[config.mk]
export PLATFORM = sky130hd
export DESIGN_NAME = vga_timing_generator
export DESIGN_NICKNAME = d
export VERILOG_FILES = /design/src/rtl/vga_timing_generator.sv
export SDC_FILE = /design/constraint.sdc
export NUM_CORES = 1
export LEC_CHECK = 0
export CORE_ASPECT_RATIO = 1.1
export CORE_MARGIN = 10
export CORE_UTILIZATION = 40
export CTS_CLUSTER_SIZE = 14
export DETAILED_ROUTE_END_ITERATION = 6
export HOLD_SLACK_MARGIN = 0.06
export PLACE_DENSITY = 0.73
export SKIP_CTS_REPAIR_TIMING = 1
export SKIP_LAST_GASP = 1
export SYNTH_ARGS = -nofsm -noshare
export SYNTH_HDL_FRONTEND = slang
export SYNTH_SLANG_ARGS = --single-unit
[constraint.sdc]
create_clock -name clk -period 4.6 [get_ports clk]
set_clock_uncertainty 0.05 [all_clocks]
set_input_delay 0.92 -clock clk [delete_from_list [all_inputs] [get_ports clk]]
set_output_delay 0.92 -clock clk [all_outputs]
set_load 0.005 [all_outputs]
[src/rtl/vga_timing_generator.sv]
// VGA raster timing generator: pixel-rate divider, h/v counters, and a registered
// output stage that gates colour and aligns syncs/blank with the returned pixel.
module vga_timing_generator #(
    parameter int unsigned CLK_DIV  = 2,
    parameter int unsigned H_ACTIVE = 640,
    parameter int unsigned H_FP     = 16,
    parameter int unsigned H_SYNC   = 96,
    parameter int unsigned H_BP     = 48,
    parameter int unsigned V_ACTIVE = 480,
    parameter int unsigned V_FP     = 10,
    parameter int unsigned V_SYNC   = 2,
    parameter int unsigned V_BP     = 33,
    parameter bit          SYNC_POL = 1'b0
) (
    input  logic        clk,
    input  logic        reset_n,
    input  logic [29:0] rgb_in,
    output logic [9:0]  screen_x,
    output logic [9:0]  screen_y,
    output logic        active_area,
    output logic        pix_en,
    output logic        frame_start,
    output logic [9:0]  vga_r,
    output logic [9:0]  vga_g,
    output logic [9:0]  vga_b,
    output logic        vga_hs,
    output logic        vga_vs,
    output logic        vga_blank_n,
    output logic        vga_clk
);

    localparam int unsigned CNT_W    = 10;
    localparam int unsigned DIV_W    = (CLK_DIV > 1) ? $clog2(CLK_DIV) : 1;
    localparam int unsigned H_TOTAL  = H_ACTIVE + H_FP + H_SYNC + H_BP;
    localparam int unsigned V_TOTAL  = V_ACTIVE + V_FP + V_SYNC + V_BP;
    localparam int unsigned HS_START = H_ACTIVE + H_FP;
    localparam int unsigned HS_END   = H_ACTIVE + H_FP + H_SYNC;
    localparam int unsigned VS_START = V_ACTIVE + V_FP;
    localparam int unsigned VS_END   = V_ACTIVE + V_FP + V_SYNC;

    logic [DIV_W-1:0] div_cnt;
    logic [CNT_W-1:0] h_cnt;
    logic [CNT_W-1:0] v_cnt;
    logic [29:0]      rgb_q;
    logic             h_last;
    logic             v_last;
    logic             hs_c;
    logic             vs_c;

    assign pix_en      = (div_cnt == DIV_W'(CLK_DIV - 1));
    assign vga_clk     = (div_cnt >= DIV_W'(CLK_DIV / 2));
    assign h_last      = (h_cnt == CNT_W'(H_TOTAL - 1));
    assign v_last      = (v_cnt == CNT_W'(V_TOTAL - 1));
    assign active_area = (h_cnt < CNT_W'(H_ACTIVE)) && (v_cnt < CNT_W'(V_ACTIVE));
    assign hs_c        = (h_cnt >= CNT_W'(HS_START)) && (h_cnt < CNT_W'(HS_END));
    assign vs_c        = (v_cnt >= CNT_W'(VS_START)) && (v_cnt < CNT_W'(VS_END));
    assign screen_x    = h_cnt;
    assign screen_y    = v_cnt;
    assign {vga_r, vga_g, vga_b} = rgb_q;

    // Clock divider producing one pix_en strobe per pixel period
    always_ff @(posedge clk or negedge reset_n) begin
        if (!reset_n) begin
            div_cnt <= '0;
        end else if (pix_en) begin
            div_cnt <= '0;
        end else begin
            div_cnt <= div_cnt + DIV_W'(1);
        end
    end

    // Raster counters; frame_start marks the cycle after the (last,last) -> (0,0) wrap
    always_ff @(posedge clk or negedge reset_n) begin
        if (!reset_n) begin
            h_cnt       <= '0;
            v_cnt       <= '0;
            frame_start <= 1'b0;
        end else begin
            frame_start <= pix_en && h_last && v_last;
            if (pix_en) begin
                if (h_last) begin
                    h_cnt <= '0;
                    v_cnt <= v_last ? '0 : v_cnt + CNT_W'(1);
                end else begin
                    h_cnt <= h_cnt + CNT_W'(1);
                end
            end
        end
    end

    // Output stage: one pixel of latency, colour forced to 0 outside the active area
    always_ff @(posedge clk or negedge reset_n) begin
        if (!reset_n) begin
            rgb_q       <= '0;
            vga_blank_n <= 1'b0;
            vga_hs      <= ~SYNC_POL;
            vga_vs      <= ~SYNC_POL;
        end else if (pix_en) begin
            rgb_q       <= active_area ? rgb_in : '0;
            vga_blank_n <= active_area;
            vga_hs      <= hs_c ? SYNC_POL : ~SYNC_POL;
            vga_vs      <= vs_c ? SYNC_POL : ~SYNC_POL;
        end
    end

endmodule

==> run metrics <==
Final min period 2.91 ns; core area 5840 um2; footprint of the multi-input gates 948 um2; Max stage delay on crit path 0.97 ns; hold crit path type flop to flop; Yosys Warn Count 0; antenna cells 0; EDFF count, synth 0; Non-Filler Instances 393; DIE AREA 9600 um2; post-route ant nets 0; CTS tree done; first-iteration detailed-routing DRC count 51; CTS Sinks 55; DRC viols 0; share of cells above drive strength 1 6.01%; Design Power 915 uW; CTS Root Cell clkbuf_8; part of the power in combinational logic 8.5%; post-synthesis xor/xnor area fraction 3.24%; worst slack, placed 1.91 ns; clock power share 36.3%; port bufs 88; Initial Util 41.6%; Max-Cap Viols 0; Core Rows 29; cell breakdown of the critical path clkdlybuf4s50_1; final setup vio count 0; PwrDens 263 nW/um2; number of global-route vias before repair 2210; asr flop ratio synth 100%; # H-tree levels 2; Reg power frac 55.1%; Worst EP arrival 1.94 ns; number of CTS-inserted buffers 5; FF+latch count, synth 55; Via density 5.33; first-pass GRT wire length 11.0 mm; multiplexer share of the synthesized area 0.874%; Crit Path Class flop to primary output; switching share of power 22.1%; count of cell types in the netlist 38; Syn Inst Count 231; combinational family with the most area after synthesis simple AND/OR/NAND/NOR gates; Max Slew Vio Count 0; initial antenna violation count 0; CP max-delay cell dfrtp_1; status complete, no violations; Setup crit end kind primary output; Max VDD drop 0.138 mV; # IOs 89; setup_tns 0 ns; fmax 0.343 GHz; internal power 713 uW; final WL 6.70 mm; routed len/inst 17.1 um; Syn Std Cell Area 2430 um2; placer's final routability congestion estimate 0.832; clk buf depth 2; remaining global-route overflow 0; Slew @ Worst Pin 0.934 ns; hold_ws 0.443 ns; Syn Nets 267; DR vias 2093; Worst Slack Setup Final 1.69 ns; CP Max Fanout 30; Net Switching 203 uW; GRT Overall Usage 14.0%; Leak 0.00145 uW; WP data required 3.63 ns; Rel. slew slack 37.8%; Post-synth top flop dfrtp_1; simple-gate share of the synthesized area 18.0%; RSZ-0062 raised after global routing false; fin nets 351; register area share after synthesis 56.7%; largest net degree at the start of global routing 56; clk_lat worst skew 0.31 ns; CTS clock-pin slew for the worst setup and hold paths 0.10 ns; Synth-to-Final Area Change 43.2%; syn avg cell area 10.5 um2; Adder-Cell Fraction of Synth Area 2.06%; Synth Area in Compound Gates 14.9%; CP Launch Type flop; Post-DP HPWL 4.80 mm; FILL cells 505; Placed Cells 385; final period utilization 63.3%; Bufs and invs on worst path 1; delay-heaviest family, CP flip-flops; Hold Vio Cnt, Final 0; Die Wd 94.4 um; FF+latch area 1380 um2; Die Height 102 um; Initial DRT Pass Iterations 4
[per-stage QoR]
stage,area [um2],utilization [%]
4_1_cts,3480,59.6
5_1_grt,3480,59.6
3_5_place_dp,3370,57.6
6_report,3480,59.6
3_3_place_gp,3370,57.6
2_1_floorplan,2430,-
[synthesized netlist by cell type (all sizes together) (3+ instances only)]
cell type,number,share of area (%)
buf,5,1.2
inv,10,1.5
xnor2,5,1.8
nor4b,3,1.1
clkbuf,10,1.6
nand4,5,1.3
nor2,7,1.1
a21oi,5,1.0
ha,4,2.1
nand2,42,6.5
nand3,13,2.7
nor3,4,1.0
dfrtp,53,55
xor2,4,1.4
o21ai,9,1.9
o2bb2ai,31,11
[cells in the final DEF, fill, tap and decap left out, drive strengths merged]
cell type,n
nor2,7
o2bb2ai,31
dfrtp,53
and4,2
or3,2
xor2,4
nor4b,3
o21ai,9
xnor2,5
buf,5
mux2i,1
ha,4
and2,1
or4,1
inv,11
nand3b,1
nor3,4
a31oi,1
nor4,1
clkbuf,5
bufinv,1
nand4b,1
nand3,13
or4b,2
nand2,42
clkdlybuf4s50,87
mux2,1
clkinv,1
o22ai,1
and3,2
o31ai,1
nand4,5
dfstp,2
nor2b,1
a21oi,5
[routing by layer]
layer | track usage, % | share of wire, % | up-vias
li1 | - | - | 979
met5 | 0 | 0 | -
met4 | 3.39 | 0.91 | 0
met2 | 21.8 | 48 | 75
met1 | 17.4 | 42 | 1033
met3 | 5.99 | 9.2 | 6
[final timing paths]
check                                           start                      end  slack, ns  cells past startpoint
worst max-delay path                 pix_en$_DFF_PN0_                   pix_en       1.69                      1
worst min-delay path            rgb_q[13]$_DFFE_PN0P_    rgb_q[13]$_DFFE_PN0P_       0.44                      1
worst max register to register       pix_en$_DFF_PN0_  screen_y[3]$_DFFE_PN0P_       1.93                      5
worst min register to register  rgb_q[13]$_DFFE_PN0P_    rgb_q[13]$_DFFE_PN0P_       0.44                      1
max in group asynchronous                     reset_n  screen_x[0]$_DFFE_PN0P_       3.37                      2
min in group asynchronous                     reset_n     rgb_q[7]$_DFFE_PN0P_       0.68                      2
[cell families after synthesis]
logic type,after synthesis
AO/OA/AOI/OAI,48
XOR/XNOR,9
buffers and inverters,25
flip-flops,55
AND/OR/NAND/NOR,88
adder cells (fa/ha/maj),4
multiplexers,2
[cell type report]
type                       instances  share of cell area (%)
clock buffer                       5                    1.98
clock inverter                     3                    1.36
inverter                          10                    1.08
multi-input combinational        151                    27.2
sequential                        55                    39.6
tap                               77                    2.77
timing repair buffer              92                    26.0
[registers in the layout, summed over array words and instances (netlist names)]
signal       cells
frame_start      1
rgb_q           30
vga_vs           1
screen_y        10
vga_hs           1
screen_x        10
vga_blank_n      1
pix_en           1
[power groups by stage]
stage               clock, uW  sequential, uW  combinational (uW)
global route              357             506                86.6
detailed placement          0             513                80.4
floorplan                   0             514                11.1
finish                    333             504                78.2
global placement            0             513                79.9
CTS                       341             505                80.7
No activity file was read; power rests on OpenSTA's default activity.
